$ cat src/rtl/pcileech_dna_gate.sv
// Device-identity gate: reads the FPGA DNA serially through DNA_PORT, compares it
// against a list of allowed IDs and drives the COM enable, status and fault LED.
module pcileech_dna_gate #(
    parameter int                           DNA_WIDTH = 57,
    parameter int                           NUM_IDS   = 4,
    parameter logic [NUM_IDS*DNA_WIDTH-1:0] ID_LIST   = {NUM_IDS*DNA_WIDTH{1'b0}},
    parameter logic [DNA_WIDTH-1:0]         ID_MASK   = {DNA_WIDTH{1'b1}},
    parameter int                           CLK_DIV   = 2,
    parameter int                           ENFORCE   = 1,
    parameter int                           LOCKOUT   = 0,
    parameter int                           BLINK_BIT = 24,
    localparam int                          IDX_W     = (NUM_IDS > 1) ? $clog2(NUM_IDS) : 1
) (
    input  logic                 clk,
    input  logic                 rst,
    input  logic                 start,
    output logic                 dna_clk_o,
    output logic                 dna_read_o,
    output logic                 dna_shift_o,
    input  logic                 dna_dout_i,
    output logic [DNA_WIDTH-1:0] dna_value,
    output logic                 dna_valid,
    output logic                 id_match,
    output logic [IDX_W-1:0]     match_index,
    output logic                 busy,
    output logic                 com_enable,
    output logic                 led_fault
);

    localparam int DIV_W = (CLK_DIV > 1) ? $clog2(CLK_DIV) : 1;
    localparam int BIT_W = $clog2(DNA_WIDTH + 1);
    localparam int BLK_W = BLINK_BIT + 1;
    localparam logic [DIV_W-1:0] DIV_LAST = DIV_W'(CLK_DIV - 1);
    localparam logic [BIT_W-1:0] BIT_LAST = BIT_W'(DNA_WIDTH - 1);
    localparam logic [IDX_W-1:0] IDX_LAST = IDX_W'(NUM_IDS - 1);

    typedef enum logic [2:0] {ST_IDLE, ST_LOAD, ST_SHIFT, ST_CMP, ST_DONE} state_t;

    state_t               state_q, state_d;
    logic [DIV_W-1:0]     div_q, div_d;
    logic                 dna_clk_q, dna_clk_d;
    logic [BIT_W-1:0]     bit_q, bit_d;
    logic [DNA_WIDTH-1:0] sr_q, sr_d;
    logic [DNA_WIDTH-1:0] dna_value_q, dna_value_d;
    logic                 dna_valid_q, dna_valid_d;
    logic [IDX_W-1:0]     cmp_idx_q, cmp_idx_d;
    logic                 id_match_q, id_match_d;
    logic [IDX_W-1:0]     match_index_q, match_index_d;
    logic                 com_enable_q, com_enable_d;
    logic                 lock_q, lock_d;
    logic                 auto_q, auto_d;
    logic [BLK_W-1:0]     blink_q, blink_d;

    // Masked copies of the allowed IDs so the compare is a plain equality.
    logic [DNA_WIDTH-1:0] id_tab [NUM_IDS];
    for (genvar gi = 0; gi < NUM_IDS; gi++) begin : g_id_tab
        assign id_tab[gi] = ID_LIST[gi*DNA_WIDTH +: DNA_WIDTH] & ID_MASK;
    end

    logic                 dclk_run, div_last, dclk_rise, dclk_fall;
    logic                 go_load, go_done, done_match, lock_next;
    logic [IDX_W-1:0]     done_idx;
    logic [DNA_WIDTH-1:0] masked;

    always_comb begin
        state_d       = state_q;
        div_d         = div_q;
        dna_clk_d     = dna_clk_q;
        bit_d         = bit_q;
        sr_d          = sr_q;
        dna_value_d   = dna_value_q;
        dna_valid_d   = dna_valid_q;
        cmp_idx_d     = cmp_idx_q;
        id_match_d    = id_match_q;
        match_index_d = match_index_q;
        com_enable_d  = com_enable_q;
        lock_d        = lock_q;
        auto_d        = auto_q;
        blink_d       = blink_q + BLK_W'(1);
        go_load       = 1'b0;
        go_done       = 1'b0;
        done_match    = 1'b0;
        done_idx      = '0;
        lock_next     = lock_q;
        masked        = dna_value_q & ID_MASK;

        dclk_run  = (state_q == ST_LOAD) || (state_q == ST_SHIFT);
        div_last  = (div_q == DIV_LAST);
        dclk_rise = dclk_run && !dna_clk_q && div_last;
        dclk_fall = dclk_run && dna_clk_q && div_last;

        if (dclk_run) begin
            if (div_last) begin
                div_d     = '0;
                dna_clk_d = ~dna_clk_q;
            end else begin
                div_d = div_q + DIV_W'(1);
            end
        end

        // State changes happen on DCLK falling edges, so READ/SHIFT move only in the low phase.
        case (state_q)
            ST_IDLE: if (auto_q || start) go_load = 1'b1;
            ST_LOAD: begin
                if (dclk_fall) begin
                    state_d = ST_SHIFT;
                    bit_d   = '0;
                end
            end
            ST_SHIFT: begin
                if (dclk_rise) sr_d = {sr_q[DNA_WIDTH-2:0], dna_dout_i};
                if (dclk_fall) begin
                    if (bit_q == BIT_LAST) begin
                        state_d     = ST_CMP;
                        dna_value_d = sr_q;
                        dna_valid_d = 1'b1;
                        cmp_idx_d   = '0;
                    end else begin
                        bit_d = bit_q + BIT_W'(1);
                    end
                end
            end
            ST_CMP: begin
                if (masked == id_tab[cmp_idx_q]) begin
                    go_done    = 1'b1;
                    done_match = 1'b1;
                    done_idx   = cmp_idx_q;
                end else if (cmp_idx_q == IDX_LAST) begin
                    go_done = 1'b1;
                end else begin
                    cmp_idx_d = cmp_idx_q + IDX_W'(1);
                end
            end
            ST_DONE: if (start) go_load = 1'b1;
            default: state_d = ST_IDLE;
        endcase

        if (go_load) begin
            state_d     = ST_LOAD;
            auto_d      = 1'b0;
            dna_valid_d = 1'b0;
            div_d       = '0;
            dna_clk_d   = 1'b0;
            bit_d       = '0;
        end

        // Results and the enable only move here, so a re-check never glitches com_enable.
        if (go_done) begin
            state_d       = ST_DONE;
            id_match_d    = done_match;
            match_index_d = done_idx;
            lock_next     = lock_q || ((LOCKOUT != 0) && !done_match);
            lock_d        = lock_next;
            com_enable_d  = !lock_next && ((ENFORCE == 0) || done_match);
        end
    end

    always_ff @(posedge clk or posedge rst) begin
        if (rst) begin
            state_q       <= ST_IDLE;
            div_q         <= '0;
            dna_clk_q     <= 1'b0;
            bit_q         <= '0;
            sr_q          <= '0;
            dna_value_q   <= '0;
            dna_valid_q   <= 1'b0;
            cmp_idx_q     <= '0;
            id_match_q    <= 1'b0;
            match_index_q <= '0;
            com_enable_q  <= 1'b0;
            lock_q        <= 1'b0;
            auto_q        <= 1'b1;
            blink_q       <= '0;
        end else begin
            state_q       <= state_d;
            div_q         <= div_d;
            dna_clk_q     <= dna_clk_d;
            bit_q         <= bit_d;
            sr_q          <= sr_d;
            dna_value_q   <= dna_value_d;
            dna_valid_q   <= dna_valid_d;
            cmp_idx_q     <= cmp_idx_d;
            id_match_q    <= id_match_d;
            match_index_q <= match_index_d;
            com_enable_q  <= com_enable_d;
            lock_q        <= lock_d;
            auto_q        <= auto_d;
            blink_q       <= blink_d;
        end
    end

    assign dna_clk_o   = dna_clk_q;
    assign dna_read_o  = (state_q == ST_LOAD);
    assign dna_shift_o = (state_q == ST_SHIFT);
    assign busy        = (state_q == ST_LOAD) || (state_q == ST_SHIFT) || (state_q == ST_CMP);
    assign dna_value   = dna_value_q;
    assign dna_valid   = dna_valid_q;
    assign id_match    = id_match_q;
    assign match_index = match_index_q;
    assign com_enable  = com_enable_q;
    assign led_fault   = dna_valid_q & ~id_match_q & blink_q[BLINK_BIT];

endmodule

$ cat config.mk
export PLATFORM = sky130hd
export DESIGN_NAME = pcileech_dna_gate
export DESIGN_NICKNAME = d
export VERILOG_FILES = /design/src/rtl/pcileech_dna_gate.sv
export SDC_FILE = /design/constraint.sdc
export NUM_CORES = 1
export LEC_CHECK = 0
export ABC_AREA = 1
export CAP_MARGIN = 20
export CORE_MARGIN = 2
export CORE_UTILIZATION = 50
export CTS_BUF_LIST = sky130_fd_sc_hd__clkbuf_8
export CTS_CLUSTER_SIZE = 8
export DETAILED_ROUTE_END_ITERATION = 8
export PLACE_DENSITY_LB_ADDON = 0.1
export SLEW_MARGIN = 20
export SYNTH_ARGS = -nofsm -noshare
export SYNTH_HDL_FRONTEND = slang
export SYNTH_SLANG_ARGS = --single-unit
$ cat constraint.sdc
create_clock -name clk -period 6.8 [get_ports clk]
set_clock_uncertainty 0.2 [all_clocks]
set_input_delay 1.7 -clock clk [delete_from_list [all_inputs] [get_ports clk]]
set_output_delay 1.7 -clock clk [all_outputs]
set_load 0.05 [all_outputs]
==> impl_results.md, run 1 <==
* Status: completed
* Util after Layout at 59.10%
* Sink Count at about 160
* Inserted Clock Buffers at 17
* Max frequency at 0.2311 GHz
* Post-synthesis compound-gate area fraction at approximately a tenth
* Clk Tree Root Cell: clkbuf_8
* Max VDD drop at roughly 0.00013 V
* FF-to-FF path depth at 5
* # DRC at 0
* Post-DP Area at approximately 0.0074 mm^2
* Tmin final at approximately 4.3 ns
* Global Route Usage Sum at about a fifth
* Post-Synth XOR/XNOR Area at 2.770%
* Slew Limit Fails at 0
* First-pass GRT wire length at ~21 mm
* Max-cap check violation count at 0
* Growth of design area from synthesis to finish at 16.49%
* Reg-to-reg setup timing slack at 4.28 ns
* CP Max Fanout at 12
* Vias post-DR at ~4800
* Routability cong. at just over 0.8
* Remaining Overflow, GRT at 0
* Pin count of the biggest net entering global routing at 115
* Most used DFF post-synth: dfrtp_1
* Setup violators final at 0
* Post-Route WL at 12.25 mm
* DR vias/cell at 4.883
* Switch Pwr at between 0.5 and 0.6 mW
* Top cells by area, synth: dfrtp_1 59%, nand2_1 11%, inv_1 5.1%
* Layout cells sized above 1 at about 4.8%
* Pint at about 1.3 mW
* Fillers at between 1000 and 1500
* Count leader, synth: nand2_1
* Setup Buffers After CTS at 0
* Syn Inst Count at ~740
* Post-synthesis register bit count at around 160
* Core box area at 0.01309 mm^2
* Synth cell count leaders: 193 x nand2_1, 156 x dfrtp_1, 91 x inv_1, 68 x o21ai_0, 67 x nor2_1
* DR iter-0 viols at 366
* Clk pwr share at between 30% and 40%
* Placed cells at a little under 1000
* Vias in the first global route at between 4000 and 5000
* Asr flop ratio synth at 100.0%
* Worst setup SP type: register
* Initial antenna violation count at 0
* Final cell count without fillers at between 900 and 1000
* Routed length per placed instance at approximately 12 um
* RSZ-0062 raised after global routing: no
* Hold Crit Depth at 1
* Antenna diodes at 0
* Syn Std Cell Area at about 0.0066 mm^2
* Total power at roughly 1.9 mW
* Lkg Pwr at approximately 3.5 nW
* YS warnings at 0
* Hold buffer count at CTS at 0
* Post-synthesis sequential area ratio at about three fifths
* Top cell type's share of synthesized area at 58.80%
* Unique cell type count in the Yosys netlist at 26
* Sequential share of power at a little over half
* Hold Path Class: register to register
* Final Instance Area at ~0.0077 mm^2
* Worst Max-Slew Pin Slew at 0.9798 ns
* H-tree depth at 4
* Worst Path Arrival at 2.43 ns
* Clk_lat worst skew at approximately 0.43 ns
* Synthesized area per cell at about 8.9 um^2
* Die area at about 0.014 mm^2
* CP required at between 4 and 5 ns
* Final Net Count at 816
* PortBufs at 70
* Largest family of logic cells by synthesized area: simple AND/OR/NAND/NOR gates
* Rows at 42
* Multiplexer share of the synthesized area at 0%
* Logic pwr share at about 16%
* Synth Area in Adders at less than 1%
* Relative slew slack at 34.68%
* Setup_tns at 0 ns
* Number of synthesized flops with an enable pin at 0
* Hold Vio Cnt, Final at 0
* Pwr per Cell Area at approximately 240 mW/mm^2
* Area leader, netlist: dfrtp_1
* Die Width at 119.2 um
* Simple-gate share of the synthesized area at 18.92%
* Initial Util at 50.74%
* Clock Tree Buf Depth at 2
* CTS tree: done
* CTS resizes at 0
* Switching share of power at 28.91%
* # IOs at 71
* CP Capture Type: output pin
* Post-route ant nets at 0
* Fin crit share at between 60% and 70%
* CP Class: register to output pin
* DR pass1 iterations at 4
* CTS clk-pin slew, worst paths at 0.07 ns
* Post-Synthesis Net Count at 752
* Dpl hpwl at between 8 and 9 mm
* Die height at 119.2 um
-- per-layer routing --
| layer | part of all wire [%] | up-vias | global-route usage, % | wire [um] |
|---|---|---|---|---|
| met5 | 0 | - | 0 | 0 |
| met4 | 0.81 | 0 | 6.994 | 99 |
| li1 | - | 2473 | - | - |
| met3 | 4.0 | 6 | 5.220 | 496 |
| met2 | 47 | 69 | 29.60 | 5766 |
| met1 | 48 | 2296 | 25.14 | 5888 |
-- critical path, cell delays in order, from the launching register on --
cell,delay (ns)
dfrtp_1,0.41
inv_1,0.11
nand2_1,0.09
nor2_2,0.47
clkdlybuf4s50_1,0.92
-- logic make-up (layout without fill, tap and decap cells) --
| group | count (synthesis) | after routing |
|---|---|---|
| compound gates | 136 | 136 |
| simple gates | 308 | 308 |
| buf+inv | 118 | 190 |
| fa+ha+maj | 4 | 4 |
| flops | 157 | 157 |
| xor+xnor | 21 | 21 |
-- layout make-up --
type / count / area (um^2) / area share [%]
sequential: 157 / 3930 / 50.82
clock inverter: 8 / 58.81 / 0.7604
multi-input combinational: 469 / 2201 / 28.46
tap: 176 / 220.2 / 2.847
inverter: 91 / 346.6 / 4.481
clock buffer: 19 / 261.5 / 3.381
timing repair buffer: 72 / 715.7 / 9.254
-- through the flow --
step | hold WS (ns) | worst slack, ns
floorplan | 0.2224 | 0.6668
global placement | 0.2402 | 2.978
detailed placement | 0.2528 | 2.941
CTS | 0.2639 | 2.445
global route | 0.2938 | 2.354
finish | 0.2549 | 2.474
-- cells in the final DEF (no fill, tap or decap), types with 2 or more instances in the layout --
cell type	n
xnor2_1	6
xor2_1	15
buf_4	2
nand3_1	22
clkinv_2	2
inv_1	95
ha_1	4
dfrtp_1	156
nor3_1	6
a21oi_1	13
clkdlybuf4s50_1	70
or2_2	3
nand4_1	10
o21ai_1	49
o21ai_2	6
nor2_1	67
nand3b_1	2
nand2_1	192
o21ai_0	68
clkbuf_8	19
-- sequential cells by signal, summed over array words and instances, names as in the netlist, 2 cells and up --
signal / flops
bit_q: 6
blink_q: 25
cmp_idx_q: 2
dna_value: 57
match_index: 2
sr_q: 57
state_q: 3
-- worst paths after layout --
path / startpoint / to
hold / removal: blink_q[0] / blink_q[0]
setup / recovery: state_q[2] / dna_shift_o
min in group asynchronous: rst / dna_clk_o
setup reg to reg: state_q[2] / sr_q[51]
max in group asynchronous: rst / sr_q[4]
hold reg to reg: blink_q[0] / blink_q[0]
-- power groups by stage --
stage	logic [mW]	clock network (mW)	registers, mW
finish	0.294	0.587	0.997
global route	0.328	0.657	1.00
CTS	0.297	0.611	0.996
detailed placement	0.296	0	1.01
global placement	0.291	0	1.01
floorplan	0.227	0	1.03
(Power assumes the default switching activity.)
==> run 2, diff against run 1 <==
Clock period 6.8 ns to 4.25 ns, I/O delays scaled along.
==> impl_results.md, run 2 (synthesized netlist as in run 1, its figures left out) <==
* Status: completed
* Initial Util at 50.74% (unchanged)
* Slew Limit Fails at 0 (unchanged)
* WP buf/inv at 2 (unchanged)
* Max-cap check violation count at 0 (unchanged)
* Worst setup SP type: register
* Crit path largest cell delay at 0.91 ns (about the same)
* Smallest hold slack at 0.2494 ns (-0.005580 ns)
* Post-DP Area at 0.007432 mm^2 (+0.25%)
* Fillers at 1167 (+1.1%)
* Relative slew slack at 34.22% (-0.46 points)
* Reg area at 0.003930 mm^2 (unchanged)
* DR iter-0 viols at 394 (+7.7%)
* Worst Max-Slew Pin Slew at 0.9867 ns (+0.006842 ns)
* Growth of design area from synthesis to finish at 17.64%
* Lkg Pwr at 3.541 nW (+0.73%)
* Pin count of the biggest net entering global routing at 115 (unchanged)
* RSZ-0062 raised after global routing: no
* Leading cell type in the layout, fill and taps excluded: nand2_1
* Critical-path top delay cell: clkdlybuf4s50_1
* Setup_tns at 0 ns (unchanged)
* Routed length per placed instance at 12.33 um (-0.15%)
* Die area at 0.01422 mm^2 (unchanged)
* Max frequency at between 0.2 and 0.3 GHz
* Worst Path Arrival at 2.43 ns (about the same)
* Max VDD drop at 0.0001948 V (+51%)
* First-pass GRT wire length at 21.77 mm (+1.6%)
* Cells along the critical path: inv_1 > nand2_1 > nor2_2 > clkdlybuf4s50_1
* Layout cells sized above 1 at 5.718% (+0.94 points)
* Core box area at 0.01309 mm^2 (unchanged)
* Setup Buffers After CTS at 0 (unchanged)
* Post-route ant nets at 0 (unchanged)
* Area of the multi-input gates at 0.002201 mm^2 (unchanged)
* Most frequent cells in the layout: 192 x nand2_1, 156 x dfrtp_1, 93 x inv_1, 70 x clkdlybuf4s50_1, 68 x o21ai_0
* Sink Count at 157 (unchanged)
* Rows at 42 (unchanged)
* CP Capture Type: output pin
* Vias post-DR at 4894 (+1.0%)
* CTS tree: done
* CP Max Fanout at 12 (unchanged)
* DR pass1 iterations at 4 (unchanged)
* Initial antenna violation count at 0 (unchanged)
* Hold Path Class: register to register
* Die height at 119.2 um (unchanged)
* CP required at 2.99 ns (-1.91 ns)
* Total power at 3.130 mW (+67%)
* Hold buffer count at CTS at 0 (unchanged)
* CTS clk-pin slew, worst paths at 0.08 ns (about the same)
* Final Net Count at 817 (+0.12%)
* Fin crit share at 86.98%
* Remaining Overflow, GRT at 0 (unchanged)
* Tmin final at 3.697 ns
* Global Route Usage Sum at 19.12% (+0.28 points)
* Setup violators final at 0 (unchanged)
* H-tree depth at 4 (unchanged)
* Pwr per Cell Area at 400.8 mW/mm^2 (+65%)
* Hold Vio Cnt, Final at 0 (unchanged)
* Dpl ws at 1.042 ns (-1.898 ns)
* Final Instance Area at 0.007810 mm^2 (+0.99%)
* CTS resizes at 0 (unchanged)
* Post-Route WL at 12.31 mm (+0.46%)
* # DRC at 0 (unchanged)
* DR vias/cell at 4.904 (+0.42%)
* Clock Tree Buf Depth at 2 (unchanged)
* Clk_lat worst skew at 0.44 ns (about the same)
* Dpl hpwl at 8.288 mm (+1.1%)
* Antenna diodes at 0 (unchanged)
* CP Class: register to output pin
* Delay-heaviest family, CP: buffers and inverters
* Vias in the first global route at 4702 (+1.1%)
* Inserted Clock Buffers at 17 (unchanged)
* # IOs at 71 (unchanged)
* PortBufs at 70 (unchanged)
* Setup WS post-layout at 0.5533 ns (-1.920 ns)
* Routability cong. at 0.8048 (-1.6%)
* Clk Tree Root Cell: clkbuf_8
* Die Width at 119.2 um (unchanged)
run 2: cell count changes in the layout (fill, tap and decap cells not counted), sizes merged:
| cell | change |
|---|---|
| inv | -3 |
| buf | +1 |
| clkinvlp | +2 |
| bufinv | +1 |
| clkbuf | -1 |
| clkinv | +6 |
run 2: cell type report:
cell class | instances | area share (%)
clock buffers | 18 | 3.172
well taps | 176 | 2.820
clock inverters | 14 | 1.666
repair buffers | 73 | 9.420
multi-input cells | 469 | 28.18
inverters | 91 | 4.422
flip-flops and latches | 157 | 50.32
run 2: per-stage QoR:
| step | std cells | util (%) |
|---|---|---|
| after floorplan | 744 | - |
| after global placement | 966 | 56.80 |
| after detailed placement | 966 | 56.80 |
| after CTS | 998 | 59.69 |
| after global routing | 998 | 59.69 |
| final | 998 | 59.69 |
run 2: path summary, 6_finish.rpt:
kind                             from           end  slack, ns  cells after the start
max                        state_q[2]   dna_shift_o       0.55                      4
min                        blink_q[0]    blink_q[0]       0.25                      1
max reg2reg                state_q[2]  dna_value[6]       1.34                      7
min reg2reg                blink_q[0]    blink_q[0]       0.25                      1
max in group asynchronous         rst       sr_q[5]       2.22                      3
min in group asynchronous         rst      sr_q[47]       0.78                      2
run 2: power by group:
| part | leakage (nW) | switching (mW) | internal, mW |
|---|---|---|---|
| clock network | 0.206 | 0.533 | 0.527 |
| registers | 2.16 | 0.0449 | 1.55 |
| logic | 1.18 | 0.352 | 0.124 |
| total | 3.54 | 0.930 | 2.20 |
run 2: per-layer routing:
| metal | global-route usage (%) | wire length [um] |
|---|---|---|
| met1 | 25.48 | 5977 |
| met4 | 7.068 | 210 |
| met3 | 4.646 | 419 |
| met5 | 0 | 0 |
| met2 | 30.57 | 5699 |
